<file path="src/rtl/bus_dma_pkg.sv">
// Shared types and constants for the bus_dma block-copy initiator.
// Copy-only build by default; defining BUS_DMA_FILL_EN adds the pattern-fill mode.
package bus_dma_pkg;

    typedef enum logic [2:0] {
        ST_IDLE,
        ST_RD_REQ,
        ST_RD_WAIT,
        ST_WR_REQ,
        ST_DONE
    } state_t;

    localparam logic [3:0]  BE_FULL    = 4'hf;
    localparam int          WORD_BYTES = 4;
    // Clears the byte-offset bits so every bus address is word aligned.
    localparam logic [31:0] ADDR_MASK  = 32'hFFFF_FFFC;

endpackage

</file>
<file path="src/rtl/bus_dma.sv">
// Word-by-word memory copy engine on the mem_cmd/mem_rsp bus; one outstanding read.
// Optional macro BUS_DMA_FILL_EN adds fill/fill_pattern ports for a write-only pattern fill.
module bus_dma
    import bus_dma_pkg::*;
#(
    parameter int LEN_BITS    = 16,
    parameter int RSP_TIMEOUT = 255
) (
    input  logic                clk,
    input  logic                reset_,
    input  logic                start,
    input  logic [31:0]         src_addr,
    input  logic [31:0]         dst_addr,
    input  logic [LEN_BITS-1:0] len_words,
`ifdef BUS_DMA_FILL_EN
    input  logic                fill,
    input  logic [31:0]         fill_pattern,
`endif
    output logic                busy,
    output logic                done,
    output logic                err,
    output logic                mem_cmd_valid,
    input  logic                mem_cmd_ready,
    output logic                mem_cmd_wr,
    output logic                mem_cmd_instr,
    output logic [31:0]         mem_cmd_addr,
    output logic [31:0]         mem_cmd_wdata,
    output logic [3:0]          mem_cmd_be,
    input  logic                mem_rsp_ready,
    input  logic [31:0]         mem_rsp_rdata
);

    localparam int TMO_W = $clog2(RSP_TIMEOUT + 1);

    state_t              state_reg, state_next;
    logic [31:0]         src_cur_reg, src_cur_next;
    logic [31:0]         dst_cur_reg, dst_cur_next;
    logic [LEN_BITS-1:0] remaining_reg, remaining_next;
    logic [31:0]         data_reg, data_next;
    logic [TMO_W-1:0]    tmo_cnt_reg, tmo_cnt_next;
    logic                err_reg, err_next;
`ifdef BUS_DMA_FILL_EN
    logic                fill_reg, fill_next;
`endif

    always_ff @(posedge clk or negedge reset_) begin
        if (!reset_) begin
            state_reg     <= ST_IDLE;
            src_cur_reg   <= '0;
            dst_cur_reg   <= '0;
            remaining_reg <= '0;
            data_reg      <= '0;
            tmo_cnt_reg   <= '0;
            err_reg       <= 1'b0;
`ifdef BUS_DMA_FILL_EN
            fill_reg      <= 1'b0;
`endif
        end else begin
            state_reg     <= state_next;
            src_cur_reg   <= src_cur_next;
            dst_cur_reg   <= dst_cur_next;
            remaining_reg <= remaining_next;
            data_reg      <= data_next;
            tmo_cnt_reg   <= tmo_cnt_next;
            err_reg       <= err_next;
`ifdef BUS_DMA_FILL_EN
            fill_reg      <= fill_next;
`endif
        end
    end

    always_comb begin
        state_next     = state_reg;
        src_cur_next   = src_cur_reg;
        dst_cur_next   = dst_cur_reg;
        remaining_next = remaining_reg;
        data_next      = data_reg;
        tmo_cnt_next   = tmo_cnt_reg;
        err_next       = err_reg;
`ifdef BUS_DMA_FILL_EN
        fill_next      = fill_reg;
`endif
        case (state_reg)
            ST_IDLE: begin
                if (start) begin
                    src_cur_next   = src_addr & ADDR_MASK;
                    dst_cur_next   = dst_addr & ADDR_MASK;
                    remaining_next = len_words;
                    err_next       = 1'b0;
                    tmo_cnt_next   = '0;
                    state_next     = (len_words == '0) ? ST_DONE : ST_RD_REQ;
`ifdef BUS_DMA_FILL_EN
                    fill_next = fill;
                    if (fill) begin
                        data_next = fill_pattern;
                        if (len_words != '0) state_next = ST_WR_REQ;
                    end
`endif
                end
            end
            ST_RD_REQ: begin
                if (mem_cmd_ready) begin
                    tmo_cnt_next = '0;
                    state_next   = ST_RD_WAIT;
                end
            end
            ST_RD_WAIT: begin
                if (mem_rsp_ready) begin
                    data_next  = mem_rsp_rdata;
                    state_next = ST_WR_REQ;
                end else begin
                    tmo_cnt_next = tmo_cnt_reg + 1'b1;
                    // Abort on the cycle the count reaches the limit; no write follows.
                    if (tmo_cnt_reg == TMO_W'(RSP_TIMEOUT - 1)) begin
                        err_next   = 1'b1;
                        state_next = ST_DONE;
                    end
                end
            end
            ST_WR_REQ: begin
                if (mem_cmd_ready) begin
                    src_cur_next   = src_cur_reg + 32'(WORD_BYTES);
                    dst_cur_next   = dst_cur_reg + 32'(WORD_BYTES);
                    remaining_next = remaining_reg - 1'b1;
                    if (remaining_reg == LEN_BITS'(1)) begin
                        state_next = ST_DONE;
                    end else begin
`ifdef BUS_DMA_FILL_EN
                        state_next = fill_reg ? ST_WR_REQ : ST_RD_REQ;
`else
                        state_next = ST_RD_REQ;
`endif
                    end
                end
            end
            ST_DONE: state_next = ST_IDLE;
            default: state_next = ST_IDLE;
        endcase
    end

    // Outputs decode straight from state so an asynchronous reset drops them at once.
    assign busy          = (state_reg != ST_IDLE);
    assign done          = (state_reg == ST_DONE);
    assign err           = err_reg;
    assign mem_cmd_valid = (state_reg == ST_RD_REQ) || (state_reg == ST_WR_REQ);
    assign mem_cmd_wr    = (state_reg == ST_WR_REQ);
    assign mem_cmd_instr = 1'b0;
    assign mem_cmd_be    = BE_FULL;
    assign mem_cmd_addr  = (state_reg == ST_WR_REQ) ? dst_cur_reg :
                           (state_reg == ST_RD_REQ) ? src_cur_reg : 32'h0;
    assign mem_cmd_wdata = data_reg;

endmodule

</file>
<file path="config.mk">
export PLATFORM = sky130hd
export DESIGN_NAME = bus_dma
export DESIGN_NICKNAME = d
export VERILOG_FILES = /design/src/rtl/bus_dma_pkg.sv /design/src/rtl/bus_dma.sv
export SDC_FILE = /design/constraint.sdc
export NUM_CORES = 1
export LEC_CHECK = 0
export BUFFER_PORTS_ARGS = -buffer_cell sky130_fd_sc_hd__buf_2
export CORE_MARGIN = 4
export CORE_UTILIZATION = 58
export CTS_CLUSTER_SIZE = 24
export DETAILED_ROUTE_END_ITERATION = 12
export PLACE_DENSITY = 0.95
export SYNTH_ARGS = -nofsm -noshare
export SYNTH_HDL_FRONTEND = slang
export SYNTH_SLANG_ARGS = --single-unit
</file>
<file path="constraint.sdc">
create_clock -name clk -period 4.4 [get_ports clk]
set_input_delay 0.44 -clock clk [delete_from_list [all_inputs] [get_ports clk]]
set_output_delay 0.44 -clock clk [all_outputs]
set_load 0.01 [all_outputs]
</file>
; ---- Yosys cells after proc, flatten, opt, wreduce, memory -nomap -nowiden
; Cells that the tools add are included.
[word_totals]
regBits = 124
inputBits = 117
elab_cells = 62
[classes]
n_addsub = 4
n_eq_ne = 12
muxes = 27
reduce_logical = 12
[op_table]
columns = op, count
row1 = 2-to-1 mux 32 bit, 6
row2 = one-hot mux 32 bit (2 select lines), 2
row3 = adder 32 x 3 -> 32 bit (second input constant), 2
row4 = 2-to-1 mux 16 bit, 2
row5 = one-hot mux 16 bit (2 select lines), 1
row6 = 2-to-1 mux 8 bit, 3
row7 = one-hot mux 8 bit (3 select lines), 1
row8 = 2-to-1 mux 3 bit, 7
row9 = equality test 16 x 1 -> 1 bit (second input constant), 1
row10 = logical NOT 16 bit, 1
row11 = subtractor 16 x 1 -> 16 bit (second input constant), 1
row12 = one-hot mux 3 bit (4 select lines), 1
row13 = AND reduction 4 bit, 3
row14 = inequality test 2 bit (second input constant), 5
row15 = adder 8 x 1 -> 8 bit (second input constant), 1
row16 = equality test 8 bit (second input constant), 1
row17 = equality test 3 x 2 -> 1 bit (second input constant), 2
row18 = nonzero test 3 bit, 2
row19 = nonzero test 2 bit, 2
row20 = equality test 3 x 1 -> 1 bit (second input constant), 1
row21 = equality test 3 bit (second input constant), 1
row22 = logical NOT 3 bit, 1
row23 = 2-to-1 mux 1 bit, 3
row24 = inequality test 3 bit (second input constant), 1
row25 = other kinds (4), 4

; ---- Longest topological paths before layout
[depth]
ltp_word = 4
depth_mapped = 9
depth_no_buf = 7

; ---- Worst setup path after synthesis
; Ideal clock, no wire load.
[synth_timing]
kind = reg-to-reg
start = register state_reg[0]
end = register src_cur_reg[27]
setup_ns = 0.126
arrival_ns = 1.694
slack_ns = 2.579
path_stages_with_launch = 8
path_buffers = 3
synth_period_minus_slack_ns = 1.821
cell_sequence = dfrtp_1 -> buf_6 -> or4b_4 -> buf_6 -> nand2_4 -> buf_6 -> a311oi_1 -> a311o_1
[synth_between]
elab_chain_cells = 3
[synth_rtl]
columns = element, line
row1 = from (decl), bus_dma.sv:35  ; state_t state_reg, state_next;
row2 = from (signal assigned), bus_dma.sv:59  ; state_reg <= state_next;
row3 = equality test 3 x 2 -> 1 bit or logical NOT 3 bit (tied branches), bus_dma.sv:83  ; case (state_reg)
row4 = inequality test 2 bit (no line) or nonzero test 2 bit (tied branches), n/a
row5 = AND reduction 3 bit (no line), n/a
row6 = to (signal assigned), bus_dma.sv:60  ; src_cur_reg <= src_cur_next;
row7 = to (decl), bus_dma.sv:36  ; logic [31:0] src_cur_reg, src_cur_next;
; Parallel ways exist; a longest one is shown, timed or not.
; A chain may end at the register's enable or synchronous reset.

; ---- Worst setup path in the final report
[layout_timing]
start = register state_reg[1]
end = register remaining_reg[8]
[layout_between]
elab_chain_cells = 3
[layout_rtl]
columns = element, line
row1 = equality test 3 x 2 -> 1 bit or logical NOT 3 bit (tied branches), bus_dma.sv:83
row2 = inequality test 2 bit (no line) or nonzero test 2 bit (tied branches), n/a
row3 = AND reduction 3 bit (no line), n/a
row4 = to (signal assigned), bus_dma.sv:62  ; remaining_reg <= remaining_next;
row5 = to (decl), bus_dma.sv:38  ; logic [LEN_BITS-1:0] remaining_reg, remaining_next;
; Parallel ways exist; a longest one is shown, timed or not.

==> reports/metrics.yaml <==
timing:
  unrepaired_setup_endpoints_after_global_routing: "false"
  timing_worst_slew_pin_value_ns: 1.032
  finalMaxSlewViolations: 0
  final_critical_path_setup_slack_ns: 1.236
  setup_viol: 0
  worst_hold_slack_across_all_endpoints_ns: 0.05773
  max_freq_ghz: 0.3160
  layout_min_cycle_time_ns: 3.164
  skew_ns: 0.008382
  timing.slew.headroom_pct: 30.67
  final.period_utilization_pct: 71.92
  timing_hold_violations_final: 0
  total_negative_setup_slack_ns: 0
floorplan:
  core_area_um2: 12110
  floorplan.die_area_um2: 14380
  start_util_pct: 59.97
  chipWidth_um: 119.9
  die_height_um: 119.9
  placementRows: 40
  floorplan.io_pins: 191
drt:
  drt_pre_antenna_iters: 6
  viasPerCell: 6.395
  drt.antenna.violating_nets: 0
  detail_route.iter0.violations: 873
  drt-total-wl_mm: 22.31
  drc: 0
  dr_total_vias: 7367
  wl_per_cell_um: 19.37
cts:
  post_cts.resized_instances: 0
  cts.repair_timing.setup_buffer_count: 0
  clock-root-buffer: "sky130_fd_sc_hd__clkbuf_16"
  cts_buffers: 17
  hold_buffers: 0
  maximum_level_of_the_cts_h_tree: 4
  cts.sink_count: 120
  worstSkewPairLatency_ns: 0.42
  cts_buffer_depth: 2
  path_clk_slew_ns: 0.06
  tritoncts: "done"
worst_setup_path:
  crit_path_max_fanout: 67
  critical_path.reg2reg.endpoint: "remaining_reg[8]"
  r2r_slack_ns: 1.24
  worst_r2r_path_depth: 6
  start_kind: "register"
  worst-setup-path-type: "register to register"
  critical_path.endpoint_type: "register"
  critPathRequiredTime_ns: 4.65
  critical_path_arrival_ns: 3.42
  timing.rr.start: "state_reg[1]"
pwr:
  power_switching_share_pct: 43.06
  power.switching_uw: 2969
  max-vdd-ir-drop_v: 0.0005075
  power.internal_uw: 3925
  power_per_cell_area_nw_per_um2: 783.8
  pwr-share-clk_pct: 22.3
  leakagePower_uw: 0.003881
  power.share.sequential_pct: 32.9
  combPwrFrac_pct: 44.8
synth:
  yosys_warnings: 0
  async_flop_share_pct: 100.0
  ys.flop_type: "sky130_fd_sc_hd__dfrtp_1"
  synth.avg_cell_area_um2: 8.825
  netlist_area_um2: 7263
  postSynthCellCount: 823
  synth_seq_cells: 120
  synth-seq-area-share_pct: 41.34
  synth-edff-count: 0
  library_cells_used_by_synthesis: 70
global_route:
  largest_net_degree_at_the_start_of_global_routing: 78
  grt_first_pass_wirelength_mm: 36.04
  global_route.overflow_total: 0
  vias_in_the_first_global_route: 7228
  grt_antenna_before_repair: 4
  grt_use_total_pct: 31.08
final_layout:
  fin_cells: 1152
  net_count_final: 1092
  number_of_flip_flops_in_the_largest_register: 32
  flow.area_growth_from_synthesis_pct: 21.10
  drive_gt1_share_pct: 27.90
placement:
  dp_worst_setup_slack_ns: 1.418
  hpwl_mm: 14.57
  placedCellCount: 1118
  io_buffers: 179
  gp_routability_congestion: 0.9369
worst_hold_path:
  hold_path.class: "input pin to asynchronous set/reset pin"
job:
  drv_cap: 0
status:
  run_status: "completed"
-- cell families (layout without fill, tap and decap cells) --
family / count (synthesis) / count (layout) / share of synthesized area [%]
flops: 120 / 120 / 41.34
mux: 65 / 65 / 9.509
compound gates: 246 / 246 / 21.28
other cells: 2 / 9 / 0.1034
simple gates: 298 / 298 / 21.02
buf+inv: 86 / 240 / 5.719
fa+ha+maj: 6 / 6 / 1.034
-- metal layers --
| metal | GRT usage [%] | routed length (um) |
|---|---|---|
| met5 | 0 | 46 |
| met4 | 11.88 | 629 |
| met3 | 8.907 | 2300 |
| met2 | 50.76 | 10720 |
| met1 | 39.15 | 8611 |
-- power groups by stage --
stage	registers [uW]	logic [uW]	clock network, uW
5_1_grt	2350	3390	1590
4_1_cts	2240	3070	1530
3_3_place_gp	2200	2900	0
6_report	2270	3090	1540
3_5_place_dp	2240	3010	0
2_1_floorplan	2090	2260	0
-- how the worst max path moves through the flow --
stage	startpoint	end	slack [ns]	cells past startpoint
finish	state_reg[1]	remaining_reg[8]	1.24	6
global route	state_reg[1]	src_cur_reg[7]	1.09	7
CTS	state_reg[1]	mem_cmd_wr	1.31	4
detailed placement	state_reg[1]	remaining_reg[15]	1.42	6
global placement	state_reg[1]	remaining_reg[2]	1.52	7
floorplan	state_reg[0]	src_cur_reg[27]	2.58	7
-- cell type report --
class	instances	area [um2]
inverter	16	61.31
clock buffer	20	446.7
clock inverter	12	198.9
timing repair buffer	192	996.0
sequential	120	3004
tap	168	210.2
multi-input combinational	622	3874
fill	888	3316
antenna	2	5.005
-- Yosys cell counts (11+ instances only) --
library cell | count | area, um2
sky130_fd_sc_hd__dfrtp_1 | 120 | 3003
sky130_fd_sc_hd__nor2_1 | 87 | 326.6
sky130_fd_sc_hd__a21oi_1 | 72 | 360.4
sky130_fd_sc_hd__o21ai_0 | 63 | 315.3
sky130_fd_sc_hd__nand2_1 | 57 | 214.0
sky130_fd_sc_hd__nand3_1 | 46 | 230.2
sky130_fd_sc_hd__mux2i_1 | 33 | 330.3
sky130_fd_sc_hd__mux2_2 | 32 | 360.4
sky130_fd_sc_hd__buf_2 | 26 | 130.1
sky130_fd_sc_hd__clkbuf_1 | 24 | 90.09
sky130_fd_sc_hd__nand4_1 | 21 | 131.4
sky130_fd_sc_hd__o22ai_1 | 19 | 118.9
sky130_fd_sc_hd__inv_1 | 15 | 56.30
sky130_fd_sc_hd__nor3_1 | 15 | 75.07
sky130_fd_sc_hd__a2bb2oi_1 | 13 | 113.9
sky130_fd_sc_hd__nor4_1 | 12 | 75.07
sky130_fd_sc_hd__a22oi_1 | 11 | 82.58
sky130_fd_sc_hd__and3_1 | 11 | 68.82
-- cells in the final DEF (no fill, tap or decap), types with 3 or more instances in the layout --
cell type                    Yosys  final
sky130_fd_sc_hd__a21oi_1        72     72
sky130_fd_sc_hd__a22oi_1        11     11
sky130_fd_sc_hd__a2bb2oi_1      13     13
sky130_fd_sc_hd__a311oi_1        3      3
sky130_fd_sc_hd__a31oi_1         8      8
sky130_fd_sc_hd__a32oi_1         5      5
sky130_fd_sc_hd__a41oi_1         7      7
sky130_fd_sc_hd__and2_1          7      7
sky130_fd_sc_hd__and3_1         11     11
sky130_fd_sc_hd__and4_1          3      3
sky130_fd_sc_hd__buf_2          26    178
sky130_fd_sc_hd__buf_4          10     14
sky130_fd_sc_hd__bufinv_16       0      5
sky130_fd_sc_hd__clkbuf_16       0     17
sky130_fd_sc_hd__clkinv_2        0      3
sky130_fd_sc_hd__clkinvlp_4      0      4
sky130_fd_sc_hd__conb_1          2      7
sky130_fd_sc_hd__dfrtp_1       120    119
sky130_fd_sc_hd__ha_1            6      6
sky130_fd_sc_hd__inv_1          15     15
sky130_fd_sc_hd__mux2_2         32     32
sky130_fd_sc_hd__mux2i_1        33     33
sky130_fd_sc_hd__nand2_1        57     57
sky130_fd_sc_hd__nand2b_1        3      3
sky130_fd_sc_hd__nand3_1        46     46
sky130_fd_sc_hd__nand4_1        21     21
sky130_fd_sc_hd__nor2_1         87     86
sky130_fd_sc_hd__nor2_2          2      3
sky130_fd_sc_hd__nor3_1         15     15
sky130_fd_sc_hd__nor3b_1         5      5
sky130_fd_sc_hd__nor4_1         12     12
sky130_fd_sc_hd__o211ai_1        4      4
sky130_fd_sc_hd__o21a_1          5      5
sky130_fd_sc_hd__o21ai_0        63     63
sky130_fd_sc_hd__o22a_1          9      9
sky130_fd_sc_hd__o22ai_1        19     19
sky130_fd_sc_hd__o31ai_1         5      5
sky130_fd_sc_hd__or3_1           7      7
-- through the flow --
| stage | instance area, um2 | util (%) | power [uW] |
|---|---|---|---|
| floorplan | 7282 | - | 4346 |
| global placement | 8145 | 67.25 | 5104 |
| detailed placement | 8145 | 67.25 | 5250 |
| CTS | 8791 | 72.58 | 6835 |
| global route | 8793 | 72.60 | 7325 |
| finish | 8796 | 72.62 | 6894 |
-- worst max-delay path, cell delays in order, from the launching register on --
cell and delay (ns):
sky130_fd_sc_hd__dfrtp_2 0.64, sky130_fd_sc_hd__nand3b_1 0.26, sky130_fd_sc_hd__clkinv_2 0.54, sky130_fd_sc_hd__a21oi_4 0.59, sky130_fd_sc_hd__buf_4 0.62, sky130_fd_sc_hd__a21oi_1 0.12, sky130_fd_sc_hd__a2bb2oi_1 0.18
(Power assumes the default switching activity.)
